[src/rtl/jtag_shift_engine_pkg.sv]
// Shared definitions for the JTAG shift engine: engine states and field widths.
package jtag_shift_engine_pkg;

    localparam int PRESCALAR_W    = 8;
    localparam int DEFAULT_DATA_W = 32;

    typedef enum logic [1:0] {
        ST_IDLE = 2'd0,
        ST_LOW  = 2'd1,
        ST_HIGH = 2'd2
    } state_t;

endpackage

[src/rtl/jtag_shift_engine_tck_divider.sv]
// TCK phase timer: counts clk cycles within one TCK half-period and flags the last one.
module jtag_shift_engine_tck_divider
    import jtag_shift_engine_pkg::*;
(
    input  logic                   clk,
    input  logic                   rstn,
    input  logic                   en,
    input  logic                   restart,
    input  logic [PRESCALAR_W-1:0] limit,
    output logic                   phase_done
);

    logic [PRESCALAR_W-1:0] cnt;

    // Restart on every phase change, so the count never exceeds limit and cannot wrap.
    always_ff @(posedge clk) begin
        if (!rstn) begin
            cnt <= '0;
        end else if (restart) begin
            cnt <= '0;
        end else if (en) begin
            cnt <= cnt + 1'b1;
        end
    end

    assign phase_done = en && (cnt == limit);

endmodule

[src/rtl/jtag_shift_engine.sv]
// Bit-serial JTAG master: shifts TDI/TMS out LSB first and captures TDO into rd_data.
// Define JTAG_SHIFT_ENGINE_LATE_SAMPLE_EN to sample TDO on the last clk cycle of TCK high.
module jtag_shift_engine
    import jtag_shift_engine_pkg::*;
#(
    parameter logic IDLE_VALUE = 1'b0,
    parameter int   DATA_W     = DEFAULT_DATA_W,
    localparam int  LEN_W      = $clog2(DATA_W)
) (
    input  logic                   clk,
    input  logic                   rstn,
    input  logic [PRESCALAR_W-1:0] prescalar,
    input  logic [LEN_W-1:0]       len,
    input  logic [DATA_W-1:0]      wr_data,
    input  logic [DATA_W-1:0]      stb_data,
    input  logic                   start,
    output logic                   ready,
    output logic [DATA_W-1:0]      rd_data,
    output logic                   tck,
    output logic                   tdi,
    output logic                   tms,
    input  logic                   tdo
);

    state_t                 state;
    logic [PRESCALAR_W-1:0] pre_sh;
    logic [LEN_W-1:0]       len_sh;
    logic [DATA_W-1:0]      wr_sh;
    logic [DATA_W-1:0]      stb_sh;
    logic [LEN_W-1:0]       bit_idx;
    logic [LEN_W-1:0]       nxt_idx;
    logic                   accept;
    logic                   phase_done;

    assign accept  = ready && start;
    assign nxt_idx = bit_idx + 1'b1;

    jtag_shift_engine_tck_divider u_div (
        .clk        (clk),
        .rstn       (rstn),
        .en         (state != ST_IDLE),
        .restart    (accept || phase_done),
        .limit      (pre_sh),
        .phase_done (phase_done)
    );

    always_ff @(posedge clk) begin
        if (!rstn) begin
            state   <= ST_IDLE;
            ready   <= 1'b1;
            tck     <= IDLE_VALUE;
            tdi     <= 1'b0;
            tms     <= 1'b0;
            rd_data <= '0;
            bit_idx <= '0;
        end else begin
            case (state)
                ST_IDLE: begin
                    if (start) begin
                        pre_sh  <= prescalar;
                        len_sh  <= len;
                        wr_sh   <= wr_data;
                        stb_sh  <= stb_data;
                        rd_data <= '0;
                        bit_idx <= '0;
                        tdi     <= wr_data[0];
                        tms     <= stb_data[0];
                        tck     <= 1'b0;
                        ready   <= 1'b0;
                        state   <= ST_LOW;
                    end
                end
                ST_LOW: begin
                    if (phase_done) begin
                        tck   <= 1'b1;
                        state <= ST_HIGH;
`ifndef JTAG_SHIFT_ENGINE_LATE_SAMPLE_EN
                        rd_data[bit_idx] <= tdo;
`endif
                    end
                end
                ST_HIGH: begin
                    if (phase_done) begin
`ifdef JTAG_SHIFT_ENGINE_LATE_SAMPLE_EN
                        rd_data[bit_idx] <= tdo;
`endif
                        if (bit_idx == len_sh) begin
                            tck   <= IDLE_VALUE;
                            ready <= 1'b1;
                            state <= ST_IDLE;
                        end else begin
                            bit_idx <= nxt_idx;
                            tdi     <= wr_sh[nxt_idx];
                            tms     <= stb_sh[nxt_idx];
                            tck     <= 1'b0;
                            state   <= ST_LOW;
                        end
                    end
                end
                default: begin
                    state <= ST_IDLE;
                    ready <= 1'b1;
                    tck   <= IDLE_VALUE;
                end
            endcase
        end
    end

endmodule

[config.mk]
export PLATFORM = sky130hd
export DESIGN_NAME = jtag_shift_engine
export DESIGN_NICKNAME = d
export VERILOG_FILES = /design/src/rtl/jtag_shift_engine_pkg.sv /design/src/rtl/jtag_shift_engine_tck_divider.sv /design/src/rtl/jtag_shift_engine.sv
export SDC_FILE = /design/constraint.sdc
export NUM_CORES = 1
export LEC_CHECK = 0
export CORE_ASPECT_RATIO = 0.7
export CORE_MARGIN = 3
export CORE_UTILIZATION = 46
export CTS_CLUSTER_SIZE = 30
export DETAILED_ROUTE_END_ITERATION = 6
export GPL_TIMING_DRIVEN = 0
export PLACE_DENSITY = 0.83
export SYNTH_ARGS = -nofsm -noshare
export SYNTH_HDL_FRONTEND = slang
export SYNTH_SLANG_ARGS = --single-unit
[constraint.sdc]
create_clock -name clk -period 5.4 [get_ports clk]
set_clock_uncertainty 0.1 [all_clocks]
set_input_delay 1.08 -clock clk [delete_from_list [all_inputs] [get_ports clk]]
set_output_delay 1.08 -clock clk [all_outputs]
set_load 0.005 [all_outputs]
; ---- Word level (Yosys, flattened, before mapping)
; Index checks and enable logic that the tools add are counted.
[op_classes]
n_lt_le_gt_ge = 3
bitwise_logic = 2
addsub = 2
n_reduce_logical = 14
n_eq_ne = 9
n_mux = 34
[ops]
columns = operator, n
row1 = $mux 32, 2
row2 = $pmux 32 s2, 1
row3 = $bwmux 32, 1
row4 = $mux 1, 15
row5 = $mux 5, 3
row6 = $lt 5x6->1 const B, 2
row7 = $bmux 1 s5, 2
row8 = $ne 2x2->1 const B, 5
row9 = $pmux 5 s2, 1
row10 = $reduce_and 3->1, 3
row11 = $add 8x1->8 const B, 1
row12 = $eq 8x8->1, 1
row13 = $reduce_and 4->1, 2
row14 = $mux 2, 3
row15 = $pmux 1 s3, 2
row16 = $pmux 2 s3, 1
row17 = $reduce_bool 2->1, 3
row18 = $add 5x1->5 const B, 1
row19 = $demux 1 s5, 1
row20 = $eq 5x5->1, 1
row21 = $ge 5x1->1 const B, 1
row22 = $pmux 1 s2, 2
row23 = $logic_and 1x1->1, 3
row24 = $eq 2x1->1 const B, 1
row25 = 5 further kinds, 6
[word_totals]
wordCells = 76
register_bits = 128
in_bits = 81
out_inout_bits = 36

; ---- Logic depth before layout (Yosys ltp)
; Gate-level depths: netlist of the first run.
[logic_depth]
ltp_word = 7
depth_mapped = 9
ltp_nobuf = 7

; ---- Hierarchy
; Synthesis of the first run repeated with hierarchy kept, for this count alone.
[hier_totals]
hier_cells = 462
hier_area_um2 = 5535.3
[modules_own_cells]
columns = mod, area_each_um2, seq_area_each_um2, cells_each, instances
row1 = jtag_shift_engine, 5102.4, 3153.0, 412, 1
row2 = jtag_shift_engine_tck_divider, 432.9, 160.2, 50, 1

; ---- Worst setup path after synthesis of the first run
; No wires, ideal clock.
[synth_timing]
path_type = input -> register
from = input port rstn
to = register len_sh[0], enable pin
setup_time_ps = 513
path_buffers = 1
required_ps = 4787
path_slack_ps = 204
t_arrival_ps = 4583
path_stages = 3
cell_sequence = inv_1 clkbuf_1 nor2_1
[synth_between]
elab_chain_len = 1
[synth_lines]
columns = item, line
row1 = start: declaration, jtag_shift_engine.sv:11  ; input logic rstn,
row2 = $reduce_and 3->1 (no line), n/a
row3 = end signal: assignment, jtag_shift_engine.sv:61  ; len_sh <= len;
row4 = end: declaration, jtag_shift_engine.sv:27  ; logic [LEN_W-1:0] len_sh;
; No other way between the ends.
; A chain may end at the register's enable or synchronous reset.

; ---- Worst setup path in the final report of the first run
[layout_timing]
from = input port rstn
to = register stb_sh[30], enable pin
[layout_between]
elab_chain_len = 1
[layout_lines]
columns = item, line
row1 = $reduce_and 3->1 (no line), n/a
row2 = end signal: assignment, jtag_shift_engine.sv:63  ; stb_sh <= stb_data;
row3 = end: declaration, jtag_shift_engine.sv:29  ; logic [DATA_W-1:0] stb_sh;
; No other way between the ends.

==> reports/results.tsv, run 1 <==
stage	metric	value	unit
detailed_routing	drt_wl_total	13300	um
synthesis	yosys-top-cells-count	edfxtp_1 (77), a21oi_1 (67), dfxtp_1 (50)	
layout	diodes	0	
clock_tree	cts_hold_buffers	0	
clock_tree	cts_resized	0	
timing	hold_violations	0	
worst_setup_path	critPathSlowestCell	nor2_4	
placement	routabilityCongestion	0.900	
clock_tree	cts_setup_buffers	0	
grt	grt_max_degree	32	
synthesis	syn-cell-area	5470	um^2
clock_tree	cts_tree	yes	
layout	area_growth	35.9	%
detailed_routing	dr.first_iter.drc_count	356	
placement	port-buffer-count	116	
layout	nFillCells	831	
placement	placed_cell_area	6880	um^2
synthesis	netlist_instances	455	
grt	grt-ovfl-total	0	
hold_path	hp-class	reg2reg	
worst_setup_path	slowest_delay	0.79	ns
layout	layout.nets	678	
grt	antenna_found_initial	0	
synthesis	ys_seq_elements	127	
detailed_routing	drc	0	
clock_tree	cts_buffers	17	
detailed_routing	avgRoutedWirePerCell	17.5	um
placement	dp_hpwl	9450	um
synthesis	async_flop_share	0	%
timing	fmax	0.289	GHz
grt	grt_pass1_vias	4250	
worst_setup_path	arrival	3.48	ns
timing	maxSlewHeadroom	29.5	%
synthesis	synth_area_per_cell	12.0	um^2
clock_tree	root_buffer	clkbuf_16	
synthesis	yosysWarnings	0	
worst_setup_path	end_kind	flop	
synthesis	synth-edff-count	77	
clock_tree	path_clk_slew	0.06	ns
detailed_routing	ant_nets	0	
synthesis	synth_top_cell_by_area	edfxtp_1	
synthesis	ys_types	41	
die	fp.dieH	97.3	um
grt	grt.total_usage	20.8	%
worst_setup_path	cp-start-kind	primary input	
die	io_pins	117	
die	die_x	136	um
worst_setup_path	path_delay_family	buffers and inverters	
timing	finalSetupViolations	0	
die	dieArea	13300	um^2
clock_tree	htree_levels	4	
timing	finalMaxSlewViolations	0	
layout	final_layout_size_suffix_gt1_share	9.09	%
synthesis	synth_top_area_share	42.3	%
pwr	p_leak	2.50	nW
worst_setup_path	crit_buf_inv	5	
grt	grt_pass1_wl	21400	um
synthesis	ys.flop_type	edfxtp_1	
worst_setup_path	worstSetupPathType	in2reg	
synthesis	yosysMostFrequentCell	edfxtp_1	
die	rows	32	
detailed_routing	via_count	4268	
clock_tree	clkLatencyLatePin	0.41	ns
synthesis	synth_area_leaders	edfxtp_1 (42%), dfxtp_1 (18%), mux2i_1 (7.0%)	
clock_tree	cts.path.max_buffers	2	
timing	rsz0062_at_grt	no	
timing	worst_pin_slew	1.05	ns
synthesis	synth_fp_nets	541	
status	status	completed	
worst_setup_path	cp_cell_sequence	clkdlybuf4s50_1, inv_1, clkbuf_1, nor2_4, buf_12, buf_16	
layout	stdcell_area	7440	um^2
pwr	finalPower	2.31	mW
layout	utilization	65.9	%
pwr	peakVddDrop	241	uV
detailed_routing	drt_pre_antenna_iters	5	
worst_setup_path	required	5.42	ns
timing	timing.hold.ws	0.372	ns
die	core	11300	um^2
synthesis	ys_seq_area_share	60.6	%
clock_tree	cts_sinks	127	
timing	period_needed	3.47	ns
detailed_routing	vias_per_cell	5.63	
job	drv_cap	0	
die	start_util	48.5	%
timing	timing.final.crit_share	64.2	%
worst_setup_path	critPathMaxFanout	31	
pwr	power_density	311	nW/um^2
## cells in the final DEF (no fill, tap or decap), types with 3 or more instances in the layout
master           Yosys  routed
a21oi_1             67      67
buf_1                3       3
buf_2                5       5
buf_4                3       3
clkbuf_1            23      23
clkbuf_16            0      17
clkdlybuf4s50_1      0     116
clkinv_4             0       3
dfxtp_1             50      50
edfxtp_1            77      77
ha_1                 5       5
inv_1                5       5
inv_6                0       6
mux2i_1             38      38
mux4_2               8       8
nand2_1              9       9
nand3_1              7       7
nand4_1             32      32
nand4b_1             3       3
nor2_1              26      25
nor3_1               3       3
o211ai_1             5       5
o21ai_0             37      37
xnor2_1             10      10
xor2_1              13      13
## sequential cells by signal (all words and copies together), names as in the netlist
| name | cells |
|---|---|
| bit_idx | 5 |
| len_sh | 5 |
| pre_sh | 8 |
| rd_data | 32 |
| ready | 1 |
| state | 1 |
| stb_sh | 32 |
| tck | 1 |
| tdi | 1 |
| tms | 1 |
| u_div.cnt | 8 |
| wr_sh | 32 |
## layout make-up
type / instances / area (um^2) / area share [%]
sequential: 127 / 3310 / 44.5
multi-input combinational: 288 / 2000 / 26.9
timing repair buffer: 118 / 1210 / 16.2
clock buffer: 17 / 425 / 5.72
tap: 153 / 191 / 2.57
buffer: 34 / 145 / 1.95
clock inverter: 15 / 134 / 1.80
inverter: 6 / 22.5 / 0.303
## report_power, final
group          switching [mW]  internal (mW)  total (mW)
clock network           0.439          0.638        1.08
logic                  0.0749         0.0846       0.160
registers              0.0115           1.06        1.07
## logic make-up after synthesis
| logic type | count (synthesis) | synth area share, % |
|---|---|---|
| multiplexers | 47 | 10.5 |
| AND/OR/NAND/NOR | 94 | 9.28 |
| AO/OA/AOI/OAI | 119 | 11.8 |
| adder cells (fa/ha/maj) | 5 | 1.14 |
| XOR/XNOR | 23 | 3.68 |
| flip-flops | 127 | 60.6 |
| buffers and inverters | 40 | 3.06 |
## metal layers
layer	global-route usage [%]	vias up	part of all wire, %
met3	6.73	28	9.6
met2	31.7	239	46
met5	0	-	0
li1	-	1993	-
met1	27.8	2008	42
met4	7.98	0	2.2
## final timing paths
| kind | from | to | slack, ns | depth (start not counted) |
|---|---|---|---|---|
| min reg2reg | rd_data[22] | rd_data[22] | 0.37 | 2 |
| max reg2reg | bit_idx[0] | tdi | 2.70 | 9 |
| min | rd_data[22] | rd_data[22] | 0.37 | 2 |
| max | rstn | stb_sh[30] | 1.93 | 6 |
## metrics by stage
step	TNS (ns)	worst slack, ns	instances
after detailed placement	0	1.52	726
after CTS	0	1.93	758
final	0	1.93	758
after global placement	-131.24	-1.71	724
after floorplan	0	0.204	455
after global routing	0	1.71	758
## worst min-delay path, stage by stage (launching register included)
cell	delay, ns
dfxtp_1	0.31
o21ai_0	0.06
a21oi_1	0.06
(Power assumes the default switching activity.)
==> inputs of run 2 (changes only) <==
CORE_UTILIZATION = 51   (was 46)
PLACE_DENSITY = 0.87   (was 0.83)
clock period = 3.5 ns   (was 5.4 ns; I/O delays follow)
==> reports/results.tsv, run 2 (synthesized netlist as in run 1, its figures left out) <==
stage	metric	value	unit	change
die	start_util	54.4	%	was 48.5%
worst_setup_path	reg2reg_setup_slack	0.72	ns	was 2.70 ns
worst_setup_path	required	3.74	ns	was 5.42 ns
worst_setup_path	r2r-end	tdi		unchanged
worst_setup_path	end_kind	flop		unchanged
status	status	completed		unchanged
detailed_routing	via_count	4330		was 4,268
timing	hold_violations	0		unchanged
timing	maxSlewHeadroom	28.0	%	was 29.5%
detailed_routing	dr.first_iter.drc_count	374		was 356
pwr	peakVddDrop	390	uV	was 241 uV
detailed_routing	vias_per_cell	5.91		was 5.63
layout	layout_common_cells	clkdlybuf4s50_1 (116), edfxtp_1 (77), a21oi_1 (67)		unchanged
die	io_pins	117		unchanged
clock_tree	cts_setup_buffers	0		unchanged
clock_tree	cts_hold_buffers	0		unchanged
timing	finalMaxSlewViolations	0		unchanged
grt	grt_pass1_wl	21900	um	was 21,400 um
detailed_routing	ant_nets	0		unchanged
timing	period_needed	2.78	ns	
layout	final_layout_size_suffix_gt1_share	9.26	%	was 9.09%
timing	worst_pin_slew	1.08	ns	was 1.05 ns
worst_setup_path	arrival	3.02	ns	was 3.48 ns
worst_setup_path	worstSetupPathType	reg2reg		was in2reg
timing	timing.hold.ws	0.374	ns	was 0.372 ns
placement	port-buffer-count	116		unchanged
detailed_routing	drc	0		unchanged
clock_tree	cts_tree	yes		unchanged
clock_tree	cts_resized	0		unchanged
timing	rsz0062_at_grt	no		unchanged
detailed_routing	drt_pre_antenna_iters	6		was 5
die	dieArea	12000	um^2	was 13,300 um^2
grt	grt-ovfl-total	0		unchanged
placement	routabilityCongestion	0.890		was 0.900
layout	final_common_cell	clkdlybuf4s50_1		unchanged
layout	largestRegisters	rd_data (32), stb_sh (32), wr_sh (32)		unchanged
worst_setup_path	reg2reg_depth	9		unchanged
placement	placed_cell_area	6840	um^2	was 6880 um^2
grt	antenna_found_initial	0		unchanged
pwr	p_leak	2.48	nW	was 2.50 nW
clock_tree	path_clk_slew	0.06	ns	about the same
die	die_x	130	um	was 136 um
placement	dp_hpwl	9260	um	was 9450 um
pwr	finalPower	3.50	mW	was 2.31 mW
layout	stdcell_area	7380	um^2	was 7440 um^2
worst_setup_path	crit_start	bit_idx[0]		was rstn
die	fp.dieH	92.7	um	was 97.3 um
worst_setup_path	critPathMaxFanout	11		was 31
grt	grt_max_degree	35		was 32
timing	fin_setup_tns	0	ns	unchanged
clock_tree	cts_sinks	127		unchanged
worst_setup_path	cp-start-kind	flop		was primary input
grt	grt.total_usage	23.7	%	was 20.8%
clock_tree	root_buffer	clkbuf_16		unchanged
detailed_routing	drt_wl_total	13400	um	was 13,300 um
pwr	power_density	474	nW/um^2	was 311 nW/um^2
worst_setup_path	r2r-start	bit_idx[0]		unchanged
job	drv_cap	0		unchanged
layout	area_growth	34.9	%	was 35.9%
layout	nFillCells	684		was 831
layout	layout.nets	678		unchanged
clock_tree	cts_buffers	17		unchanged
clock_tree	clkLatencyLatePin	0.41	ns	about the same
timing	timing.final.crit_share	79.5	%	
timing	finalSetupViolations	0		unchanged
hold_path	hp-class	reg2reg		unchanged
detailed_routing	avgRoutedWirePerCell	18.2	um	was 17.5 um
die	rows	30		was 32
hold_path	hold_path.startpoint	rd_data[25]		was rd_data[22]
layout	utilization	73.3	%	was 65.9%
clock_tree	htree_levels	4		unchanged
grt	grt_pass1_vias	4401		was 4,250
die	core	10100	um^2	was 11,300 um^2
layout	diodes	0		unchanged
timing	fmax	0.359	GHz	
clock_tree	cts.path.max_buffers	2		unchanged
worst_setup_path	critPathCapture	tdi		was stb_sh[30]
[run 2: cell types whose count changed in the layout (fill, tap and decap cells not counted), sizes merged]
| cell | previous run | this run |
|---|---|---|
| clkbuf | 40 | 41 |
| clkinv | 7 | 6 |
| clkinvlp | 1 | 2 |
| bufinv | 1 | 0 |
[run 2: worst min path at each step]
stage                        to  slack, ns  cells after the start
global placement     rd_data[3]       0.36                      2
global route        rd_data[25]       0.40                      2
detailed placement  rd_data[28]       0.37                      2
floorplan           rd_data[15]       0.37                      2
CTS                 rd_data[25]       0.37                      2
finish              rd_data[25]       0.37                      2
[run 2: where the power goes]
| part | leakage (nW) | total [mW] | switching (mW) | internal (mW) |
|---|---|---|---|---|
| clock network | 0.262 | 1.60 | 0.680 | 0.915 |
| logic | 1.10 | 0.246 | 0.116 | 0.130 |
| registers | 1.12 | 1.66 | 0.0177 | 1.64 |
[run 2: worst max-delay path, stage by stage (launching register included)]
cell      delay (ns)
dfxtp_1         0.46
inv_2           0.22
ha_1            0.33
buf_2           0.22
buf_4           0.28
mux2i_1         0.12
mux4_2          0.47
mux2i_1         0.20
mux2i_1         0.11
o211ai_1        0.19
[run 2: area by class of cell]
cell class | count | area (um^2) | area share, %
Buffer | 34 | 145 | 1.97
Clock buffer | 18 | 429 | 5.82
Clock inverter | 14 | 109 | 1.48
Inverter | 6 | 22.5 | 0.305
Multi-Input combinational cell | 288 | 2000 | 27.1
Sequential cell | 127 | 3310 | 44.9
Tap cell | 128 | 160 | 2.17
Timing Repair Buffer | 118 | 1200 | 16.3
[run 2: stage by stage]
stage	setup WS, ns	instances
floorplan	0.823	455
global placement	-0.367	699
detailed placement	0.347	701
CTS	0.679	733
global route	0.524	733
finish	0.717	733
[run 2: routing by layer]
layer | track usage [%] | vias to the layer above | part of all wire, %
li1 | - | 2006 | -
met1 | 31.0 | 2088 | 43
met2 | 36.1 | 201 | 47
met3 | 7.32 | 35 | 7.7
met4 | 11.2 | 0 | 2.7
met5 | 0 | - | 0
==> inputs of run 3 (changes only) <==
clock period = 2.9 ns   (was 3.5 ns; I/O delays follow)
==> reports/results.tsv, run 3 (synthesized netlist as in run 1, its figures left out) <==
stage	metric	value	unit	change
status	status	completed		unchanged
worst_setup_path	reg2reg_setup_slack	0.30	ns	was 0.72 ns
layout	nFillCells	683		was 684
clock_tree	cts_tree	yes		unchanged
die	core	10100	um^2	unchanged
die	start_util	54.4	%	unchanged
clock_tree	cts.path.max_buffers	2		unchanged
detailed_routing	dr.first_iter.drc_count	408		was 374
clock_tree	path_clk_slew	0.05	ns	was 0.06 ns
worst_setup_path	reg2reg_depth	9		unchanged
timing	worst_slack	0.243	ns	was 0.717 ns
placement	dp_slack	-0.133	ns	was 0.347 ns
detailed_routing	drt_pre_antenna_iters	5		was 6
clock_tree	cts_sinks	127		unchanged
die	fp.dieH	92.7	um	unchanged
worst_setup_path	critPathMaxFanout	34		was 11
timing	period_needed	2.66	ns	
grt	antenna_found_initial	0		unchanged
grt	grt_max_degree	35		unchanged
pwr	p_leak	2.48	nW	about the same
detailed_routing	ant_nets	0		unchanged
detailed_routing	drc	0		unchanged
clock_tree	cts_setup_buffers	0		unchanged
clock_tree	htree_levels	4		unchanged
worst_setup_path	required	2.91	ns	was 3.74 ns
clock_tree	clkLatencyLatePin	0.41	ns	about the same
worst_setup_path	arrival	2.66	ns	was 3.02 ns
layout	layout_common_cells	clkdlybuf4s50_1 (116), edfxtp_1 (77), a21oi_1 (67)		unchanged
grt	grt-ovfl-total	0		unchanged
placement	dp.cells	701		unchanged
worst_setup_path	end_kind	flop		unchanged
worst_setup_path	r2r-start	bit_idx[0]		unchanged
job	drv_cap	0		unchanged
layout	final_layout_size_suffix_gt1_share	9.59	%	was 9.26%
grt	grt.total_usage	23.7	%	unchanged
timing	hold_violations	0		unchanged
die	rows	30		unchanged
clock_tree	cts_hold_buffers	0		unchanged
worst_setup_path	cpMostUsedCell	buf_12		was mux2i_1
grt	grt_pass1_wl	21900	um	unchanged
timing	rsz0062_at_grt	no		unchanged
timing	fmax	0.376	GHz	
die	die_x	130	um	unchanged
clock_tree	cts_buffers	17		unchanged
layout	final_common_cell	clkdlybuf4s50_1		unchanged
grt	grt_pass1_vias	4401		unchanged
pwr	power_density	570	nW/um^2	was 474 nW/um^2
worst_setup_path	crit_start	rstn		was bit_idx[0]
placement	port-buffer-count	116		unchanged
worst_setup_path	cp-start-kind	primary input		was flop
layout	area_growth	35.1	%	was 34.9%
clock_tree	root_buffer	clkbuf_16		unchanged
timing	maxSlewHeadroom	41.4	%	was 28.0%
die	io_pins	117		unchanged
layout	diodes	0		unchanged
detailed_routing	drt_wl_total	13300	um	was 13,400 um
layout	fin_cells	733		unchanged
die	dieArea	12000	um^2	unchanged
layout	layout.nets	678		unchanged
worst_setup_path	cp_cell_sequence	clkdlybuf4s50_1, inv_1, clkbuf_1, nor2_4, buf_12, buf_12		was inv_2, ha_1, buf_2, buf_4, mux2i_1, mux4_2, mux2i_1, mux2i_1, o211ai_1
timing	finalSetupViolations	0		unchanged
timing	timing.final.crit_share	91.6	%	
timing	worst_pin_slew	0.872	ns	was 1.08 ns
pwr	peakVddDrop	471	uV	was 390 uV
layout	largestRegisters	rd_data (32), stb_sh (32), wr_sh (32)		unchanged
hold_path	hp-class	reg2reg		unchanged
worst_setup_path	slowest_delay	0.62	ns	was 0.47 ns
worst_setup_path	critPathCapture	stb_sh[20]		was tdi
timing	finalMaxSlewViolations	0		unchanged
worst_setup_path	r2r-end	tdi		unchanged
detailed_routing	vias_per_cell	5.88		was 5.91
worst_setup_path	critPathSlowestCell	clkdlybuf4s50_1		was mux4_2
detailed_routing	avgRoutedWirePerCell	18.2	um	about the same
worst_setup_path	worstSetupPathType	in2reg		was reg2reg
placement	dp_hpwl	9260	um	unchanged
detailed_routing	via_count	4313		was 4,330
placement	routabilityCongestion	0.890		unchanged
[run 3: cell counts in the layout (fill, tap and decap cells not counted)]
Identical to the previous run, type by type.
[run 3: through the flow]
| step | area (um^2) | utilization, % | total power [mW] | TNS, ns | hold WS (ns) |
|---|---|---|---|---|---|
| 6_report | 7390 | 73.5 | 4.21 | 0 | 0.373 |
| 5_1_grt | 7390 | 73.5 | 4.36 | 0 | 0.402 |
| 4_1_cts | 7380 | 73.3 | 4.24 | 0 | 0.374 |
| 3_5_place_dp | 6840 | 68.0 | 2.33 | -4.47 | 0.366 |
| 3_3_place_gp | 6800 | 67.6 | 2.31 | -64.81 | 0.365 |
| 2_1_floorplan | 5480 | - | 2.16 | 0 | 0.366 |
[run 3: timing repair]
action | 4_1_cts | 5_1_grt
endpoints found under the setup margin | 0 | 2
hold endpoints to repair | 0 | 0
resized for setup | 0 | 4
[run 3: area by class of cell]
| cell class | instances | area (um^2) | area share, % |
|---|---|---|---|
| flip-flops and latches | 127 | 3310 | 44.9 |
| multi-input cells | 288 | 2010 | 27.1 |
| repair buffers | 118 | 1200 | 16.3 |
| clock buffers | 18 | 429 | 5.81 |
| well taps | 128 | 160 | 2.17 |
| plain buffers | 34 | 145 | 1.96 |
| clock inverters | 14 | 109 | 1.47 |
| inverters | 6 | 25.0 | 0.339 |
[run 3: power breakdown]
group          switching [mW]  total [mW]  internal (mW)  leakage [nW]
registers              0.0214        2.00           1.98          1.12
clock network           0.814        1.92           1.10         0.262
logic                   0.140       0.296          0.156          1.10
total                   0.975        4.21           3.24          2.48
[run 3: worst max-delay path, delay by kind of cell]
kind,cells,cell delay [ns]
buf+inv,5,1.61
simple gates,1,0.44
[run 3: metal layers]
metal,track usage (%),up-vias,share of wire (%)
met5,0,-,0
met4,11.2,0,2.4
met3,7.32,32,8.0
met2,36.1,217,47
met1,31.0,2059,42
li1,-,2005,-
[run 3: worst min-delay path by stage]
stage / from / end / slack, ns / cells past startpoint
2_1_floorplan: rd_data[15] / rd_data[15] / 0.37 / 2
3_3_place_gp: rd_data[3] / rd_data[3] / 0.36 / 2
3_5_place_dp: rd_data[28] / rd_data[28] / 0.37 / 2
4_1_cts: rd_data[25] / rd_data[25] / 0.37 / 2
5_1_grt: rd_data[25] / rd_data[25] / 0.40 / 2
6_report: rd_data[25] / rd_data[25] / 0.37 / 2
